File: src/rtl/time_keeper_pkg.sv
// Shared time-of-day constants for the time keeper and its field counters.
package time_keeper_pkg;

  localparam int SEC_W    = 6;
  localparam int MIN_W    = 6;
  localparam int HR_W     = 5;

  localparam int SEC_MAX  = 59;
  localparam int MIN_MAX  = 59;
  localparam int HR24_MAX = 23;
  localparam int HR12_MAX = 12;
  localparam int HR12_MIN = 1;

  // Hour at which the 12-hour clock flips between AM and PM on the next increment.
  localparam int HR12_PM_FLIP = 11;

endpackage

File: src/rtl/time_keeper_mod_counter.sv
// Wrapping field counter: counts MIN..MAX, carry flags the MAX->MIN wrap.
// clr has priority over inc and loads MIN.
module mod_counter #(
  parameter int WIDTH     = 6,
  parameter int MIN       = 0,
  parameter int MAX       = 59,
  parameter int RESET_VAL = 0
) (
  input  logic             clk,
  input  logic             rst,
  input  logic             inc,
  input  logic             clr,
  output logic [WIDTH-1:0] count,
  output logic             carry
);

  localparam logic [WIDTH-1:0] MIN_V = WIDTH'(MIN);
  localparam logic [WIDTH-1:0] MAX_V = WIDTH'(MAX);
  localparam logic [WIDTH-1:0] RST_V = WIDTH'(RESET_VAL);

  logic [WIDTH-1:0] count_q;
  logic [WIDTH-1:0] count_d;

  assign carry = inc & ~clr & (count_q == MAX_V);
  assign count = count_q;

  // Next count: clear, wrap at MAX, or step by one.
  always_comb begin
    count_d = count_q;
    if (clr) begin
      count_d = MIN_V;
    end else if (inc) begin
      count_d = (count_q == MAX_V) ? MIN_V : count_q + WIDTH'(1);
    end
  end

  // Count register with asynchronous clear to its reset value.
  always_ff @(posedge clk or negedge rst) begin
    if (!rst) count_q <= RST_V;
    else      count_q <= count_d;
  end

endmodule

File: src/rtl/time_keeper.sv
// Time-of-day counter driven by the 1 Hz tick from the clock divider.
// The tick is synchronised, edge-detected and gated by an arming flag so a
// tick already high at reset release cannot produce a spurious advance.
import time_keeper_pkg::*;

module time_keeper #(
  parameter int TWELVE_HR   = 0,
  parameter int SYNC_STAGES = 2
) (
  input  logic             clk,
  input  logic             rst,
  input  logic             tick_in,
  input  logic             set_en,
  input  logic             set_sel,
  input  logic             set_inc,
  output logic [HR_W-1:0]  hours,
  output logic [MIN_W-1:0] minutes,
  output logic [SEC_W-1:0] seconds,
  output logic             pm,
  output logic             sec_pulse,
  output logic             min_pulse,
  output logic             day_pulse
);

  localparam bit IS_12H   = (TWELVE_HR != 0);
  localparam int HR_MIN_P = IS_12H ? HR12_MIN : 0;
  localparam int HR_MAX_P = IS_12H ? HR12_MAX : HR24_MAX;
  localparam int HR_RST_P = IS_12H ? HR12_MAX : 0;

  logic [SYNC_STAGES-1:0] sync_q;
  logic [SYNC_STAGES-1:0] vld_q;
  logic                   hist_q;
  logic                   armed_q;
  logic                   edge_q;
  logic                   set_q;
  logic                   pm_q, pm_d;
  logic                   sec_pulse_q, min_pulse_q, day_pulse_q;
  logic                   day_d;

  logic tick_lvl, set_rise, adv;
  logic sec_carry, min_carry, hr_carry;
  logic min_inc, hr_inc, at_pm_flip;

  assign tick_lvl = sync_q[SYNC_STAGES-1];

  // Synchroniser, history and arming. vld_q tracks how far real tick_in data
  // has filled the chain since reset, so the reset zeros in sync_q are not
  // mistaken for a low tick and cannot arm the edge detector.
  always_ff @(posedge clk or negedge rst) begin
    if (!rst) begin
      sync_q  <= '0;
      vld_q   <= '0;
      hist_q  <= 1'b0;
      armed_q <= 1'b0;
      edge_q  <= 1'b0;
    end else begin
      sync_q  <= {sync_q[SYNC_STAGES-2:0], tick_in};
      vld_q   <= {vld_q[SYNC_STAGES-2:0], 1'b1};
      hist_q  <= tick_lvl;
      armed_q <= armed_q | (vld_q[SYNC_STAGES-1] & ~tick_lvl);
      edge_q  <= armed_q & tick_lvl & ~hist_q;
    end
  end

  // Advance/set decode. Set mode swallows edges and its increments never carry.
  always_comb begin
    set_rise   = set_en & ~set_q;
    adv        = edge_q & ~set_en;
    min_inc    = (adv & sec_carry) | (set_en & set_inc & ~set_sel);
    hr_inc     = (adv & sec_carry & min_carry) | (set_en & set_inc & set_sel);
    at_pm_flip = (hours == HR_W'(HR12_PM_FLIP));
    pm_d       = pm_q;
    day_d      = 1'b0;
    if (IS_12H) begin
      if (hr_inc && at_pm_flip) pm_d = ~pm_q;
      day_d = adv & sec_carry & min_carry & at_pm_flip & pm_q;
    end else begin
      day_d = adv & sec_carry & min_carry & hr_carry;
    end
  end

  // Set-edge history, AM/PM flag and registered carry pulses.
  always_ff @(posedge clk or negedge rst) begin
    if (!rst) begin
      set_q       <= 1'b0;
      pm_q        <= 1'b0;
      sec_pulse_q <= 1'b0;
      min_pulse_q <= 1'b0;
      day_pulse_q <= 1'b0;
    end else begin
      set_q       <= set_en;
      pm_q        <= pm_d;
      sec_pulse_q <= adv;
      min_pulse_q <= adv & sec_carry;
      day_pulse_q <= day_d;
    end
  end

  mod_counter #(.WIDTH(SEC_W), .MIN(0), .MAX(SEC_MAX), .RESET_VAL(0)) u_sec (
    .clk(clk), .rst(rst), .inc(adv), .clr(set_rise),
    .count(seconds), .carry(sec_carry)
  );

  mod_counter #(.WIDTH(MIN_W), .MIN(0), .MAX(MIN_MAX), .RESET_VAL(0)) u_min (
    .clk(clk), .rst(rst), .inc(min_inc), .clr(1'b0),
    .count(minutes), .carry(min_carry)
  );

  mod_counter #(.WIDTH(HR_W), .MIN(HR_MIN_P), .MAX(HR_MAX_P), .RESET_VAL(HR_RST_P)) u_hr (
    .clk(clk), .rst(rst), .inc(hr_inc), .clr(1'b0),
    .count(hours), .carry(hr_carry)
  );

  assign pm        = pm_q;
  assign sec_pulse = sec_pulse_q;
  assign min_pulse = min_pulse_q;
  assign day_pulse = day_pulse_q;

endmodule

File: config.mk
export PLATFORM = sky130hd
export DESIGN_NAME = time_keeper
export DESIGN_NICKNAME = d
export VERILOG_FILES = /design/src/rtl/time_keeper_pkg.sv /design/src/rtl/time_keeper_mod_counter.sv /design/src/rtl/time_keeper.sv
export SDC_FILE = /design/constraint.sdc
export NUM_CORES = 1
export LEC_CHECK = 0
export ABC_AREA = 1
export BUFFER_PORTS_ARGS = -buffer_cell sky130_fd_sc_hd__buf_2
export CAP_MARGIN = 40
export CORE_ASPECT_RATIO = 0.9
export CORE_MARGIN = 2
export CORE_UTILIZATION = 30
export DETAILED_ROUTE_END_ITERATION = 16
export PLACE_DENSITY = 0.57
export SLEW_MARGIN = 10
export SYNTH_ARGS = -nofsm -noshare
export SYNTH_HDL_FRONTEND = slang
export SYNTH_SLANG_ARGS = --single-unit
File: constraint.sdc
create_clock -name clk -period 1.45 [get_ports clk]
set_input_delay 0.0725 -clock clk [delete_from_list [all_inputs] [get_ports clk]]
set_output_delay 0.0725 -clock clk [all_outputs]
set_load 0.02 [all_outputs]
==> results of run 1 <==
## layer usage
layer,up-vias,share of wire [%]
li1,532,-
met1,480,46
met2,19,48
met3,2,4.7
met4,0,1.1
met5,-,0
## Yosys cell counts, drive strengths merged
| master | n |
|---|---|
| a22o | 1 |
| o21ai | 7 |
| o22ai | 1 |
| xor2 | 4 |
| xnor2 | 4 |
| nand3b | 1 |
| dfrtp | 28 |
| nand3 | 18 |
| inv | 16 |
| nand2 | 42 |
| ha | 3 |
| conb | 2 |
| nor3 | 2 |
| nor2 | 13 |
| buf | 1 |
## worst max-delay path by stage
stage,start,to,slack [ps],depth (start not counted)
final,u_sec.count[1],u_min.count[4],100,8
after global routing,u_min.count[1],u_hr.count[0],-4,7
after CTS,u_sec.count[1],u_min.count[4],70,8
after detailed placement,u_sec.count[1],u_min.count[4],90,8
after global placement,u_min.count[1],u_hr.count[3],150,7
after floorplan,u_sec.count[0],u_min.count[3],7,8
## timing repair
item	CTS	global route
buffers inserted	0	5
hold buffers	3	0
hold endpoints to repair	30	0
setup endpoints to repair	0	10
gates resized for setup	0	4
## power by group through the flow
stage | Clock [µW] | Combinational (µW) | Sequential (µW)
floorplan | 0 | 247 | 1140
detailed placement | 0 | 570 | 1030
CTS | 637 | 579 | 1020
global route | 666 | 701 | 1040
finish | 609 | 621 | 1010
global placement | 0 | 562 | 1030
## layout make-up
class	count	share of cell area, %
Multi-Input combinational cell	98	33.5
Inverter	16	3.53
Clock inverter	1	1.77
Clock buffer	3	2.43
Tap cell	60	4.42
Sequential cell	28	41.2
Timing Repair Buffer	37	13.1
## tightest hold or removal path, cell delays in order
cell,delay (ps)
buf_2,110
nand3b_1,120
nand2_4,90
nand2_1,60
nand2_1,50
## kinds of logic (layout without fill, tap and decap cells)
| kind of cell | after synthesis | count (layout) | share of synthesized area, % |
|---|---|---|---|
| AO/OA/AOI/OAI | 9 | 9 | 4.37 |
| AND/OR/NAND/NOR | 76 | 76 | 28.6 |
| adder cells (fa/ha/maj) | 3 | 3 | 2.85 |
| other | 2 | 2 | 0.570 |
| buffers and inverters | 17 | 57 | 5.13 |
| XOR/XNOR | 8 | 8 | 5.32 |
| flip-flops | 28 | 28 | 53.2 |
## metrics by stage
step	area [µm²]	setup slack, ps	hold slack (ps)	total power, µW
final	1700	102	260	2240
after global routing	1700	-3.65	273	2400
after CTS	1640	74.4	246	2230
after detailed placement	1540	90.9	134	1600
after global placement	1540	147	127	1600
after floorplan	1320	7.38	-223	1380
## state kept, by name, indices dropped and copies added, names as in the netlist
register and flops:
armed_q 1, day_pulse 1, edge_q 1, hist_q 1, min_pulse 1, sec_pulse 1, set_q 1, sync_q 2
u_hr.count 5, u_min.count 6, u_sec.count 6, vld_q 2
## placed cells by master (no fill, tap or decap), types with 3 or more instances in the layout
master,n
nand2_1,37
dfrtp_1,28
buf_2,25
nand3_1,16
inv_1,12
nor2_1,10
buf_4,9
inv_2,4
xor2_1,4
xnor2_1,4
nor2_4,3
nand2_4,3
o21ai_0,3
clkbuf_8,3
dlygate4sd3_1,3
==> impl_metrics.csv, run 1 <==
group,metric,value,unit
outcome,status,"completed",
global_route,use_met1,13.9,%
sta,hold_violations,0,
worst_setup_path,crit_slowest_cell,"dfrtp_1",
synth,syn_nets,152,
synth,ys_seq_area_share,53.2,%
cts,insertion_delay,270,ps
pwr,peakVddDrop,0.482,mV
floorplanning,core_area,4160,µm²
synth,netlist_instances,143,
synth,netlist.area_leader.share,53.2,%
sta,maxSlewViolCount,0,
floorplanning,initial_core_util,31.7,%
final_layout,fin_nets,193,
cts,ctsHtreeMaxLevel,1,
worst_setup_path,critPathTopFamily,"simple AND/OR/NAND/NOR gates",
sta,skew,1.24,ps
detailed_routing,postRouteAntennaNets,0,
worst_setup_path,rr_endpoint,"u_min.count[4]",
global_route,grt_usage,11.4,%
sta,tightest_slew,609,ps
hold_path,hold_start,"set_inc",
global_route,grt.overflow.total,0,
cts,cts_sinks,28,
worst_setup_path,r2r_cells,8,
worst_setup_path,reg2reg_slack,100,ps
worst_setup_path,critPathBufInv,1,
pwr,p_per_area,1320,nW/µm²
cts,cts_buffers,3,
detailed_routing,viasPerCell,4.25,
final_layout,drive_gt1_share,30.6,%
worst_setup_path,crit_chain,"ha_4 -> nand3_1 -> nor2_4 -> nand2_4 -> nand2_4 -> inv_2 -> nand2_1 -> nand2_1",
final_layout,num_antenna_cells,0,
final_layout,area_growth,29.0,%
floorplanning,die_w,73.9,µm
worst_setup_path,worstPathRequired,1620,ps
worst_setup_path,slowest_delay,420,ps
global_route,grt_busiest_layer,"met2",
pwr,leakage,0.000863,µW
final_layout,final_util,40.9,%
floorplanning,die-area,4940,µm²
detailed_routing,vias,1033,
pwr,p_int,1520,µW
place,routabilityCongestion,0.760,
detailed_routing,dr.pass1.iters,4,
sta,slew_headroom,59.4,%
global_route,grt_pass1_vias,951,
cts,root_buffer,"clkbuf_8",
synth,yosys-top-cells-area,"dfrtp_1 53%, nand2_1 11%, nand3_1 6.5%, inv_1 3.4%, ha_1 2.8%",
sta,period_needed,1350,ps
worst_setup_path,path_class,"reg -> reg",
worst_setup_path,rr_startpoint,"u_sec.count[1]",
synth,avgSynthCellArea,9.21,µm²
place,place.port_buffers,25,
place,dp.cells,231,
cts,clk_pin_slew_worst_paths,90,ps
hold_path,hp-class,"in -> reg",
pwr,clockPowerShare,27.1,%
final_layout,fin_cells,243,
sta,finalCritPeriodShare,93.0,%
worst_setup_path,arrival,1520,ps
detailed_routing,totalWireLength,2570,µm
global_route,grt_use_met3,3.63,%
cts,tritoncts,"built",
global_route,grt_max_degree,29,
worst_setup_path,worst_setup_path_end_kind,"flip-flop",
detailed_routing,avgRoutedWirePerCell,10.6,µm
pwr,swShare,32.2,%
worst_setup_path,worstSetupStartpointType,"flip-flop",
floorplanning,die_h,66.9,µm
pwr,combPwrFrac,27.7,%
synth,synth_area,1320,µm²
final_layout,regArea,701,µm²
place,dp_hpwl,1820,µm
synth,yosysTopAreaCell,"dfrtp_1",
pwr,seqPwrFrac,45.2,%
cts,clk_path_buf_depth,2,
final_layout,multi_input_area,569,µm²
floorplanning,rows,22,
job,maxCapViolCount,0,
floorplanning,pin_count,27,
sta,clock.fmax,742,MHz
pwr,p_switching,721,µW
final_layout,fillers,428,
synth,synth_cell_types,22,
global_route,antenna_found_initial,0,
global_route,grt_pass1_wl,4310,µm
sta,fin_setup_tns,0,ps
sta,final-setup-viol-count,0,
hold_path,whs_endpoint,"u_min.count[0]",
hold_path,holdPathStages,5,
worst_setup_path,cp_max_fo,8,
global_route,gr-usage-met2,19.1,%
detailed_routing,drtIter0Drc,33,
detailed_routing,drc_errors,0,
synth,yosysWarnings,0,
synth,synth_seq_cells,28,
Note: power is estimated with default switching activity, not from simulation.
==> run 2: changes to the inputs <==
--- a/config.mk
+++ b/config.mk
@@ -12,6 +12,7 @@
 export CORE_MARGIN = 2
 export CORE_UTILIZATION = 30
 export DETAILED_ROUTE_END_ITERATION = 16
+export MAX_ROUTING_LAYER = met4
 export PLACE_DENSITY = 0.57
 export SLEW_MARGIN = 10
 export SYNTH_ARGS = -nofsm -noshare
==> run 2 against run 1 <==
  * Sequential share of layout area unchanged
  * Total power about the same
  * Core utilization unchanged
  * Hold slack barely moved
  * Sequential power about the same
  * Critical path depth unchanged
  * Worst setup slack about the same
  * Die area unchanged
  * Critical endpoint unchanged
==> impl_metrics.csv, run 2 (synthesis results as in run 1) <==
group,metric,value,unit
outcome,status,"completed",
floorplanning,die_w,73.9,µm
pwr,p_per_area,1320,nW/µm²
cts,tritoncts,"built",
global_route,grt_max_degree,29,
cts,clk_pin_slew_worst_paths,90,ps
detailed_routing,met1_length,1220,µm
detailed_routing,drc_errors,0,
sta,maxSlewViolCount,0,
hold_path,hold_start,"set_inc",
sta,hold_ws,260,ps
worst_setup_path,worstPathRequired,1620,ps
global_route,grt_pass1_vias,951,
sta,slew_headroom,59.4,%
final_layout,fin_nets,193,
final_layout,num_antenna_cells,0,
hold_path,hp-class,"in -> reg",
place,place.port_buffers,25,
worst_setup_path,worst_setup_path_end_kind,"flip-flop",
worst_setup_path,r2r_cells,8,
global_route,grt_usage,11.7,%
cts,root_buffer,"clkbuf_8",
worst_setup_path,rr_endpoint,"u_min.count[4]",
cts,cts_sinks,28,
worst_setup_path,worstSetupStartpointType,"flip-flop",
floorplanning,die-area,4940,µm²
sta,skew,1.23,ps
global_route,antenna_found_initial,0,
cts,ctsHtreeMaxLevel,1,
hold_path,holdPathStages,5,
floorplanning,pin_count,27,
floorplanning,initial_core_util,31.7,%
sta,final-setup-viol-count,0,
detailed_routing,dr.pass1.iters,4,
sta,clock.fmax,742,MHz
detailed_routing,drtIter0Drc,33,
floorplanning,die_h,66.9,µm
job,maxCapViolCount,0,
global_route,grt.overflow.total,0,
worst_setup_path,path_class,"reg -> reg",
floorplanning,rows,22,
place,dp.cells,231,
sta,finalCritPeriodShare,93.0,%
floorplanning,core_area,4160,µm²
detailed_routing,viasPerCell,4.25,
detailed_routing,wl_met3,89,µm
detailed_routing,postRouteAntennaNets,0,
final_layout,layout.cells.most_common,"nand2_1",
hold_path,whs_endpoint,"u_min.count[0]",
final_layout,drive_gt1_share,30.6,%
detailed_routing,avgRoutedWirePerCell,10.6,µm
detailed_routing,wl_met2,1230,µm
detailed_routing,top_layer,"met4",
worst_setup_path,reg2reg_slack,100,ps
final_layout,area_growth,29.0,%
detailed_routing,totalWireLength,2570,µm
final_layout,fin_cells,243,
worst_setup_path,arrival,1520,ps
sta,period_needed,1350,ps
pwr,peakVddDrop,0.483,mV
place,routabilityCongestion,0.770,
global_route,grt_pass1_wl,4310,µm
cts,insertion_delay,270,ps
place,dp_hpwl,1820,µm
final_layout,most-common-layout-cells,"37 x nand2_1, 28 x dfrtp_1, 25 x buf_2, 16 x nand3_1, 12 x inv_1",
sta,tightest_slew,609,ps
cts,clk_path_buf_depth,2,
worst_setup_path,cp_max_fo,8,
detailed_routing,vias,1033,
cts,cts_buffers,3,
pwr,leakage,0.000863,µW
worst_setup_path,rr_startpoint,"u_sec.count[1]",
sta,hold_violations,0,
## run 2: cell counts in the layout (fill, tap and decap cells not counted)
Identical to the previous run, type by type.
## run 2: where the power goes
part	switching, µW	leakage (µW)	internal [µW]	total [µW]
Sequential	127	0.000360	887	1010
Combinational	356	0.000467	266	622
Clock	239	0.0000357	369	609
## run 2: repair_timing
| item | 4_1_cts | 5_1_grt |
|---|---|---|
| buffers inserted | 0 | 5 |
| setup endpoints to repair | 0 | 10 |
| gates resized for setup | 0 | 4 |
| hold buffers | 3 | 0 |
| endpoints found under the hold margin | 30 | 0 |
## run 2: critical path: stages (launching register included)
cell	delay, ps
dfrtp_1	420
ha_4	170
nand3_1	110
nor2_4	200
nand2_4	70
nand2_4	100
inv_2	70
nand2_1	60
nand2_1	60
## run 2: metal layers
layer / vias to the layer above / track usage (%)
met5: - / -
met4: 0 / 3.41
met3: 2 / 3.03
met2: 19 / 19.1
met1: 480 / 14.3
li1: 532 / -
## run 2: area by class of cell
cell class,instances,area (µm²)
well taps,60,75.1
flip-flops and latches,28,701
clock buffers,3,41.3
fillers,428,2460
inverters,16,60.1
clock inverters,1,30.0
multi-input cells,98,569
repair buffers,37,223
## run 2: worst max path at each step
| stage | cells after the start | startpoint | endpoint | slack, ps |
|---|---|---|---|---|
| after detailed placement | 8 | u_sec.count[1] | u_min.count[4] | 90 |
| after global placement | 7 | u_min.count[1] | u_hr.count[3] | 150 |
| after global routing | 7 | u_min.count[1] | u_hr.count[0] | -4 |
| final | 8 | u_sec.count[1] | u_min.count[4] | 100 |
| after CTS | 8 | u_sec.count[1] | u_min.count[4] | 70 |
| after floorplan | 8 | u_sec.count[0] | u_min.count[3] | 7 |
## run 2: stage by stage
stage               util [%]  power (µW)  setup WS, ps  setup TNS (ps)  instance area [µm²]
detailed placement      37.1        1600          90.9               0                 1540
floorplan                  -        1380          7.38               0                 1320
global route            40.9        2400         -3.65           -4.10                 1700
CTS                     39.5        2230          74.4               0                 1640
global placement        37.1        1600           147               0                 1540
finish                  40.9        2240           102               0                 1700
